### src/rtl/preview_fifo_frame_reader.sv
`default_nettype none
// ============================================================================
// preview_fifo_frame_reader: pops length-prefixed frames from a show-ahead
// FIFO and emits them as a 2-lane sop/eop stream.  Rev 1.0
// ============================================================================
module preview_fifo_frame_reader #(
  parameter int WIDTH = 8,
  parameter int CNT_W = 16
) (
  input  logic               clk,
  input  logic               rst,
  output logic [2:0]         rdreq,
  input  logic [WIDTH-1:0]   od0,
  input  logic [WIDTH-1:0]   od1,
  input  logic [1:0]         empty,
  output logic [2*WIDTH-1:0] out_data,
  output logic [1:0]         out_vld,
  output logic               out_sop,
  output logic               out_eop,
  input  logic               out_rdy,
  output logic [CNT_W-1:0]   frame_cnt,
  output logic               busy
);

  typedef enum logic [0:0] {
    S_HDR     = 1'b0,
    S_PAYLOAD = 1'b1
  } state_t;

  state_t             state_q, state_d;
  logic [WIDTH-1:0]   rem_q, rem_d;
  logic               first_q, first_d;
  logic [2*WIDTH-1:0] data_q, data_d;
  logic [1:0]         vld_q, vld_d;
  logic               sop_q, sop_d;
  logic               eop_q, eop_d;
  logic [CNT_W-1:0]   cnt_q, cnt_d;

  logic               w_can_load;
  logic               w_load;
  logic [WIDTH-1:0]   w_rem_next;

  assign w_can_load = (vld_q == 2'b00) | out_rdy;

  always_comb begin
    state_d    = state_q;
    rem_d      = rem_q;
    first_d    = first_q;
    data_d     = data_q;
    vld_d      = vld_q;
    sop_d      = sop_q;
    eop_d      = eop_q;
    cnt_d      = cnt_q;
    rdreq      = 3'b001;
    w_load     = 1'b0;
    w_rem_next = rem_q;

    case (state_q)
      S_HDR: begin
        // Header pops alone; zero-length headers are silently dropped.
        if (!empty[0]) begin
          rdreq = 3'b010;
          rem_d = od0;
          if (od0 != '0) begin
            state_d = S_PAYLOAD;
            first_d = 1'b1;
          end
        end
      end
      S_PAYLOAD: begin
        if (w_can_load && (rem_q >= WIDTH'(2)) && !empty[1]) begin
          rdreq      = 3'b100;
          data_d     = {od1, od0};
          vld_d      = 2'b11;
          w_rem_next = rem_q - WIDTH'(2);
          w_load     = 1'b1;
        end else if (w_can_load && !empty[0]) begin
          rdreq      = 3'b010;
          data_d     = {{WIDTH{1'b0}}, od0};
          vld_d      = 2'b01;
          w_rem_next = rem_q - WIDTH'(1);
          w_load     = 1'b1;
        end
        if (w_load) begin
          rem_d   = w_rem_next;
          sop_d   = first_q;
          first_d = 1'b0;
          eop_d   = (w_rem_next == '0);
          if (w_rem_next == '0) begin
            state_d = S_HDR;
            cnt_d   = cnt_q + CNT_W'(1);
          end
        end
      end
      default: state_d = S_HDR;
    endcase

    // Consumed beat with no replacement empties the output register.
    if (!w_load && out_rdy) begin
      vld_d = 2'b00;
      sop_d = 1'b0;
      eop_d = 1'b0;
    end

    if (rst) rdreq = 3'b001;
  end

  always_ff @(posedge clk) begin
    if (rst) begin
      state_q <= S_HDR;
      rem_q   <= '0;
      first_q <= 1'b0;
      data_q  <= '0;
      vld_q   <= 2'b00;
      sop_q   <= 1'b0;
      eop_q   <= 1'b0;
      cnt_q   <= '0;
    end else begin
      state_q <= state_d;
      rem_q   <= rem_d;
      first_q <= first_d;
      data_q  <= data_d;
      vld_q   <= vld_d;
      sop_q   <= sop_d;
      eop_q   <= eop_d;
      cnt_q   <= cnt_d;
    end
  end

  assign out_data  = data_q;
  assign out_vld   = vld_q;
  assign out_sop   = sop_q;
  assign out_eop   = eop_q;
  assign frame_cnt = cnt_q;
  assign busy      = (state_q == S_PAYLOAD);

endmodule
`default_nettype wire
### config.mk
export PLATFORM = sky130hd
export DESIGN_NAME = preview_fifo_frame_reader
export DESIGN_NICKNAME = d
export VERILOG_FILES = /design/src/rtl/preview_fifo_frame_reader.sv
export SDC_FILE = /design/constraint.sdc
export NUM_CORES = 1
export LEC_CHECK = 0
export BUFFER_PORTS_ARGS = -buffer_cell sky130_fd_sc_hd__buf_2
export CORE_ASPECT_RATIO = 1.25
export CORE_UTILIZATION = 52
export CTS_BUF_LIST = sky130_fd_sc_hd__clkbuf_16
export DETAILED_ROUTE_END_ITERATION = 10
export PLACE_DENSITY = 0.87
export SLEW_MARGIN = 20
export SYNTH_ARGS = -nofsm -noshare
export SYNTH_HDL_FRONTEND = slang
export SYNTH_SLANG_ARGS = --single-unit
### constraint.sdc
create_clock -name clk -period 3.24 [get_ports clk]
set_clock_uncertainty 0.15 [all_clocks]
set_input_delay 0.162 -clock clk [delete_from_list [all_inputs] [get_ports clk]]
set_output_delay 0.162 -clock clk [all_outputs]
set_load 0.01 [all_outputs]
==> flow_summary.toml, run 1 <==
[outcome]
status = "complete, no violations"

[clocking]
clock_path_buffers = 2
cts-root-buf = "clkbuf_16"
cts.reportedPaths.clkPinSlew_ns = 0.07
cts_made_buffers = 5
clock_latency_ns = 0.29
cts_sinks = 46
cts-htree-levels = 2
cts_tree = "yes"

[floorplanning]
start_util_pct = 55.08
die_y_um = 76.25
rows = 26
num_io_pins = 61
fp.dieW_um = 61.40
coreArea_um2 = 4164
die_area_um2 = 4682

[drt]
viasPerCell = 5.883
drc_errors = 0
drt_first_pass_iters = 7
drt_first_iter_violations = 162
vias = 2424
routed_wl_mm = 6.624
ant_nets = 0
wl_per_cell_um = 16.08

[global_route]
grt_pass1_wl_mm = 10.07
grt_max_degree = 43
grt_util_all_layers_pct = 28.49
overflow = 0
antenna_found_initial = 0
grt_pass1_vias = 2211

[timing]
tns_ns = 0
max_freq_ghz = 0.3182
slew_headroom_pct = 50.90
maxSlewViolCount = 0
min_period_ns = 3.142
worstMarginPinSlew_ns = 0.7365
period_share_pct = 96.98
hold_viol = 0
setup_violations = 0

[logic_synthesis]
syn_area_um2 = 2293
synthSimpleGateAreaFrac_pct = 22.48
synth-edff-count = 0
synth_cell_types = 51
synthAdderAreaFrac_pct = 2.728
synth_cells = 272
ys_top_cells_by_area = "dfxtp_1 (40%), a21oi_1 (7.2%), nand2_1 (4.3%)"
synthXorXnorAreaFrac_pct = 1.146
yosysWarnings = 0
syn_nets = 298
ys_ff_latch = 46
synthMuxAreaShare_pct = 0.8729
seq_area_frac_synth_pct = 40.15
synth_compound_area_share_pct = 28.42
synth_top_cell_by_area = "dfxtp_1"
async_reset_ff_share_pct = 0
synth_area_per_cell_um2 = 8.432
yosys_most_used_dff = "dfxtp_1"
yosys.area.top_type_share_pct = 40.15
synth_top_family_by_area = "compound AO/OA/AOI/OAI gates"

[pwr]
vdd_drop_max_mv = 0.3113
power_mw = 1.511
powerDensity_nw_per_um2 = 484.4
leakagePower_nw = 1.297

[placed_design]
place_inst = 377
hpwl_mm = 4.236
port_buffers = 60
gp_congestion = 0.9666

[critical_path]
cp-start-kind = "flip-flop"
worstPathRequired_ns = 3.30
cp.arrival_ns = 3.20
cp-end-kind = "flip-flop"
path_max_fanout = 7
path_cells = "inv_1 > ha_1 > nor4_4 > a211o_4 > a31oi_4 > a2111oi_4 > nand4_1 > buf_12 > buf_4 > or3_1 > a21oi_1"
crit_buf_inv = 3
cp_top_family = "simple AND/OR/NAND/NOR gates"
worstSetupPathType = "flip-flop to flip-flop"
critPathSlowestCell = "nor4_4"
cp_slowest_stage_delay_ns = 0.44

[cells_and_area]
nNetsFinal = 381
drive_above_1_share_pct = 28.09
final_cell_mix = "buf_2 (60), dfxtp_1 (45), a21oi_1 (33), nand2_1 (26), nor2_1 (19)"
diodes = 0
stdcell_count = 412
fill_cells = 308
synthToLayoutAreaGrowth_pct = 36.01
mostFrequentLayoutCell = "buf_2"

[flow_run]
maxCapViolCount = 0

[worst_hold_path]
hp-class = "primary input to flip-flop"
## power by group
group          internal, mW  switching [mW]
Sequential            0.594          0.0364
Combinational         0.167           0.201
Clock                 0.288           0.224
Total                  1.05           0.462
## cells in the mapped netlist (5+ instances only)
cell      instances
a211oi_1          8
a21oi_1          33
a22o_1            8
and3_1            5
clkbuf_1         13
dfxtp_1          46
ha_1              5
inv_1             7
nand2_1          26
nand2b_1          5
nand3_1           8
nor2_1           19
nor4_1            5
o21ai_0          17
or3_1            12
## flip-flops by register name (all words and copies together) (netlist names)
name	cells
rem_q	8
busy	1
out_vld	2
out_sop	1
first_q	1
out_eop	1
frame_cnt	16
out_data	16
## repair_timing
| action | CTS | global route |
|---|---|---|
| resized for setup | 0 | 12 |
| endpoints found under the hold margin | 16 | 0 |
| buffers inserted | 0 | 10 |
| hold buffers | 16 | 0 |
| endpoints found under the setup margin | 0 | 13 |
## logic make-up after synthesis
| logic type | after synthesis |
|---|---|
| flops | 46 |
| simple gates | 98 |
| xor+xnor | 3 |
| compound gates | 95 |
| mux | 2 |
| fa+ha+maj | 5 |
| buf+inv | 23 |
## final cells by class
cell class,instances,area (um2),area share (%)
clock buffer,5,125.1,4.011
inverter,7,26.28,0.8424
sequential,46,922.1,29.56
clock inverter,3,23.77,0.7621
timing repair buffer,92,608.1,19.49
multi-input combinational,203,1344,43.08
tap,56,70.07,2.246
## worst register-to-register path, delay by kind of cell, from the launching register on
family	cells	cell delay [ns]
fa+ha+maj	1	0.24
buf+inv	3	0.42
flops	1	0.34
compound gates	4	0.88
simple gates	3	1.03
## stage by stage
step	util (%)	area (um2)	worst slack [ns]	hold slack (ns)
CTS	70.91	2953	0.02134	0.04279
detailed placement	63.49	2644	0.04260	0.2343
global placement	63.49	2644	0.1734	0.2310
global route	74.91	3119	-0.02146	0.08923
floorplan	-	2293	0.3857	0.1450
finish	74.91	3119	0.09781	0.05301
## path summary, 6_finish.rpt
kind	from	endpoint	slack, ns	depth (start not counted)
max	rem_q[0]$_SDFFE_PP0P_	frame_cnt[5]$_SDFFE_PP0P_	0.1	11
min	out_rdy	out_eop$_SDFFE_PP0P_	0.05	3
max reg2reg	rem_q[0]$_SDFFE_PP0P_	frame_cnt[5]$_SDFFE_PP0P_	0.1	11
min reg2reg	first_q$_SDFFE_PP0P_	out_sop$_SDFFE_PP0P_	0.30	2
## routing by layer
metal	up-vias	routed length, um	GRT usage [%]
met1	1127	2614	33.33
met5	-	0	0
met3	23	400	5.603
met4	0	219	13.78
li1	1173	-	-
met2	101	3389	47.83
(Power assumes the default switching activity.)
==> run 2, diff against run 1 <==
--- a/config.mk
+++ b/config.mk
@@ -6,8 +6,11 @@
 export NUM_CORES = 1
 export LEC_CHECK = 0
 export BUFFER_PORTS_ARGS = -buffer_cell sky130_fd_sc_hd__buf_2
+export CELL_PAD_IN_SITES_DETAIL_PLACEMENT = 0
+export CELL_PAD_IN_SITES_GLOBAL_PLACEMENT = 1
 export CORE_ASPECT_RATIO = 1.25
-export CORE_UTILIZATION = 52
+export CORE_MARGIN = 10
+export CORE_UTILIZATION = 38
 export CTS_BUF_LIST = sky130_fd_sc_hd__clkbuf_16
 export DETAILED_ROUTE_END_ITERATION = 10
 export PLACE_DENSITY = 0.87
==> run 2 against run 1 <==
Register-to-register slack improved by 0.04 ns; die area grew 100%; critical path depth is 3 lower; clock power up 7.8%; first-iteration DRC count shrank 25%; flip-flop and latch count unchanged; sequential share of layout area increased by 1.3 points; maximum frequency grew 1.1%; sequential power decreased by 0.6%; worst hold slack lost 0.043 ns; critical endpoint is now frame_cnt[14]$_SDFFE_PP0P_; largest cell class unchanged; highest routed layer unchanged.
==> flow_summary.toml, run 2 (same netlist as run 1, synthesis figures left out) <==
[outcome]
status = "complete, no violations"

[cells_and_area]
final_cell_mix = "buf_2 (60), dfxtp_1 (45), a21oi_1 (33), nand2_1 (26), nor2_1 (19)"
drive_above_1_share_pct = 25.00
synthToLayoutAreaGrowth_pct = 30.17
nNetsFinal = 370
multiInputGateArea_um2 = 1297
regArea_um2 = 922.1
diodes = 0
stdcell_count = 410
design_area_um2 = 2985
mostFrequentLayoutCell = "buf_2"
fill_cells = 559

[critical_path]
worstPathRequired_ns = 3.30
cp-start-kind = "flip-flop"
cp-end-kind = "flip-flop"
cp_top_family = "simple AND/OR/NAND/NOR gates"
path_cells = "nor4_4 > o211ai_1 > a211o_1 > a2111oi_4 > nand4_1 > buf_12 > or4_1 > a21oi_1"
path_max_fanout = 29
critPathSlowestCell = "nor4_4"
r2r.worst_path.cells = 8
cp_num_cells = 8
r2r_setup_slack_ns = 0.13
cp_slowest_stage_delay_ns = 0.53
cp.arrival_ns = 3.16
worstSetupPathType = "flip-flop to flip-flop"
reg2reg_to = "frame_cnt[14]$_SDFFE_PP0P_"
crit_buf_inv = 1
crit-reg2reg-launch = "rem_q[2]$_SDFFE_PP0P_"

[floorplanning]
die_y_um = 106.9
coreArea_um2 = 5818
rows = 31
fp.dieW_um = 89.49
start_util_pct = 39.42
die_area_um2 = 9562
num_io_pins = 61

[drt]
wl_per_cell_um = 16.62
drc_errors = 0
ant_nets = 0
drt_first_pass_iters = 4
drt_first_iter_violations = 122
viasPerCell = 5.739
routed_wl_mm = 6.814
vias = 2353

[clocking]
cts-root-buf = "clkbuf_16"
cts_sinks = 46
cts.reportedPaths.clkPinSlew_ns = 0.06
cts-htree-levels = 2
clock_path_buffers = 2
cts_tree = "yes"
cts_made_buffers = 5
clock_latency_ns = 0.28

[worst_hold_path]
hp-class = "primary input to flip-flop"
holdPathEnd = "out_data[1]$_SDFFE_PP0P_"
whs_path_depth = 3
hold_start = "od0[1]"

[timing]
slew_headroom_pct = 38.93
max_freq_ghz = 0.3219
setup_violations = 0
rsz0062_at_grt = "no"
min_period_ns = 3.107
tns_ns = 0
hold_viol = 0
period_share_pct = 95.89
worstMarginPinSlew_ns = 0.9099
maxSlewViolCount = 0
whs_ns = 0.01004

[flow_run]
maxCapViolCount = 0

[pwr]
vdd_drop_max_mv = 0.2681
powerDensity_nw_per_um2 = 504.2
leakagePower_nw = 1.246

[global_route]
overflow = 0
grt_max_degree = 31
grt_util_all_layers_pct = 14.39
grt_pass1_vias = 2253
antenna_found_initial = 0
grt_pass1_wl_mm = 11.05

[placed_design]
port_buffers = 60
dpl-instance-area_um2 = 2679
place_inst = 390
hpwl_mm = 5.057
gp_congestion = 0.9897
==> run 2: worst min-delay path: cells and delay by family <==
kind                   cells  cell delay (ns)
buffers and inverters      1             0.12
and+or+nand+nor            1             0.06
AOI/OAI and AO/OA          1             0.05
==> run 2: timing repair <==
| action | in CTS | in global routing |
|---|---|---|
| setup buffers | 0 | 2 |
| hold endpoints to repair | 11 | 0 |
| gates resized for setup | 0 | 5 |
| setup endpoints to repair | 0 | 13 |
| hold buffers | 11 | 0 |
==> run 2: worst max path at each step <==
stage                           from                          to
2_1_floorplan  rem_q[0]$_SDFFE_PP0P_  frame_cnt[14]$_SDFFE_PP0P_
3_3_place_gp   rem_q[1]$_SDFFE_PP0P_  frame_cnt[15]$_SDFFE_PP0P_
3_5_place_dp   rem_q[1]$_SDFFE_PP0P_  frame_cnt[14]$_SDFFE_PP0P_
4_1_cts        rem_q[1]$_SDFFE_PP0P_  frame_cnt[14]$_SDFFE_PP0P_
5_1_grt        rem_q[2]$_SDFFE_PP0P_                    rdreq[0]
6_report       rem_q[2]$_SDFFE_PP0P_  frame_cnt[14]$_SDFFE_PP0P_
==> run 2: cell type report <==
| type | instances | area share [%] |
|---|---|---|
| sequential | 46 | 30.89 |
| clock buffer | 5 | 4.191 |
| inverter | 7 | 0.8801 |
| timing repair buffer | 81 | 16.68 |
| multi-input combinational | 203 | 43.46 |
| clock inverter | 2 | 1.132 |
| tap | 66 | 2.766 |
==> run 2: report_power, final <==
part           internal, mW  switching [mW]  leakage (nW)
Clock                 0.356           0.197        0.0773
Sequential            0.594          0.0320         0.375
Combinational         0.137           0.188         0.794
==> run 2: routing by layer <==
layer / vias up / track usage [%] / wire length (um)
li1: 1151 / - / -
met1: 1115 / 16.02 / 2766
met2: 68 / 25.22 / 3461
met3: 19 / 3.030 / 388
met4: 0 / 6.492 / 198
met5: - / 0 / 0
==> run 2: through the flow <==
step,power [mW],setup slack [ns],util (%)
after floorplan,0.8373,0.3857,-
after global placement,0.9277,0.2375,46.04
after detailed placement,0.9314,0.1173,46.04
after CTS,1.503,0.1089,50.67
after global routing,1.582,0.02676,51.31
final,1.505,0.1333,51.31
==> run 3, diff against run 2 <==
==> constraint.sdc (replaced) <==
create_clock -name clk -period 3.24 [get_ports clk]
set_clock_uncertainty 0.15 [all_clocks]
set_input_delay 0.324 -clock clk [delete_from_list [all_inputs] [get_ports clk]]
set_output_delay 0.324 -clock clk [all_outputs]
set_load 0.01 [all_outputs]
==> run 3 against run 2 <==
Global-route usage down 0.87 points; routed wire length shrank 2.8%; non-clock buffer count shrank 10; worst setup slack better by 0.043 ns; die area unchanged; power shrank 4.0%; count of clock-buffer cells in the layout stayed put; critical path depth grew 2; first-iteration DRC count up 11%.
==> flow_summary.toml, run 3 (same netlist as run 1, synthesis figures left out) <==
[global_route]
grt_util_all_layers_pct = 13.52
grt_max_degree = 30
overflow = 0
grt_pass1_wl_mm = 10.49
grt_pass1_vias = 2156
antenna_found_initial = 0

[drt]
drt_first_iter_violations = 136
viasPerCell = 5.741
vias = 2302
wl_per_cell_um = 16.52
ant_nets = 0
routed_wl_mm = 6.626
drc_errors = 0
drt_first_pass_iters = 4

[clocking]
cts.reportedPaths.clkPinSlew_ns = 0.07
postCtsSetupBuffers = 0
cts-htree-levels = 2
cts_made_buffers = 5
cts-root-buf = "clkbuf_16"
cts_sinks = 46
holdBufCountCts = 0
cts_tree = "yes"
clock_latency_ns = 0.28
clock_path_buffers = 2

[flow_run]
maxCapViolCount = 0

[worst_hold_path]
hp-class = "primary input to flip-flop"

[timing]
worstMarginPinSlew_ns = 0.5547
period_share_pct = 94.55
max_freq_ghz = 0.3264
hold_viol = 0
tns_ns = 0
maxSlewViolCount = 0
rsz0062_at_grt = "no"
min_period_ns = 3.063
slew_headroom_pct = 62.88
setup_violations = 0

[cells_and_area]
utilization_pct = 49.23
final_cell_mix = "buf_2 (60), dfxtp_1 (45), a21oi_1 (33), nand2_1 (26), nor2_1 (19)"
fill_cells = 593
diodes = 0
synthToLayoutAreaGrowth_pct = 24.88
drive_above_1_share_pct = 26.27
nNetsFinal = 360
mostFrequentLayoutCell = "buf_2"

[critical_path]
worstSetupPathType = "flip-flop to flip-flop"
critPathSlowestCell = "or4_1"
cp.arrival_ns = 3.13
cp_slowest_stage_delay_ns = 0.49
cp-end-kind = "flip-flop"
path_max_fanout = 29
cp-start-kind = "flip-flop"
cp_top_family = "compound AO/OA/AOI/OAI gates"
path_cells = "inv_1 > ha_1 > nor4_4 > a211o_1 > a31oi_1 > a2111oi_4 > nand4_1 > buf_12 > or4_1 > a21oi_1"
worstPathRequired_ns = 3.31
crit_buf_inv = 2

[placed_design]
gp_congestion = 0.9249
hpwl_mm = 4.997
port_buffers = 60

[floorplanning]
num_io_pins = 61
start_util_pct = 39.42
die_area_um2 = 9562
fp.dieW_um = 89.49
rows = 31
coreArea_um2 = 5818
die_y_um = 106.9

[outcome]
status = "complete, no violations"

[pwr]
vdd_drop_max_mv = 0.2278
powerDensity_nw_per_um2 = 504.7
leakagePower_nw = 1.196
power_mw = 1.445
run 3: cell types whose count changed in the layout (fill, tap and decap cells not counted), sizes merged:
| cell | previous run | this run |
|---|---|---|
| clkinvlp | 0 | 1 |
| buf | 70 | 71 |
| dlygate4sd3 | 11 | 0 |
| clkinv | 1 | 2 |
| bufinv | 1 | 0 |
run 3: final timing paths:
check	cells past startpoint	slack (ns)	from	end
setup / recovery	10	0.18	rem_q[0]$_SDFFE_PP0P_	frame_cnt[14]$_SDFFE_PP0P_
hold / removal	2	0.10	od1[1]	out_data[9]$_SDFFE_PP0P_
setup reg to reg	10	0.18	rem_q[0]$_SDFFE_PP0P_	frame_cnt[14]$_SDFFE_PP0P_
hold reg to reg	2	0.30	out_data[0]$_SDFFE_PP0P_	out_data[0]$_SDFFE_PP0P_
run 3: report_power, final:
part	internal, mW	switching (mW)
Clock	0.286	0.222
Combinational	0.128	0.183
Sequential	0.594	0.0338
Total	1.01	0.438
run 3: worst reg2reg max path, delay by kind of cell, from the launching register on:
family / cells / cell delay (ns)
AO/OA/AOI/OAI: 4 / 1.00
adder cells (fa/ha/maj): 1 / 0.24
buffers and inverters: 2 / 0.28
flip-flops: 1 / 0.33
AND/OR/NAND/NOR: 3 / 1.00
run 3: timing repair:
action                                 in CTS  in global routing
endpoints found under the hold margin       0                  0
resized for setup                           0                  4
setup endpoints to repair                   0                 12
run 3: metrics by stage:
stage,cells,area (um2),worst slack (ns),hold slack [ns]
floorplan,272,2293,0.3857,0.2823
global placement,393,2701,0.1811,0.2912
detailed placement,393,2701,0.1248,0.2961
CTS,401,2848,0.09066,0.09823
global route,401,2864,0.05201,0.1049
finish,401,2864,0.1767,0.1038
run 3: area by class of cell:
| type | count | area, um2 | share of cell area [%] |
|---|---|---|---|
| multi-input combinational | 203 | 1291 | 45.09 |
| sequential | 46 | 922.1 | 32.20 |
| timing repair buffer | 71 | 395.4 | 13.81 |
| clock buffer | 5 | 125.1 | 4.369 |
| tap | 66 | 82.58 | 2.883 |
| inverter | 7 | 26.28 | 0.9174 |
| clock inverter | 3 | 21.27 | 0.7427 |
run 3: routing by layer:
layer	wire length (um)	track usage [%]	part of all wire [%]	vias to the layer above
met3	382	2.424	5.8	14
met5	0	0	0	-
met4	168	5.923	2.5	0
met2	3339	22.93	50	72
met1	2736	16.02	41	1086
li1	-	-	-	1130
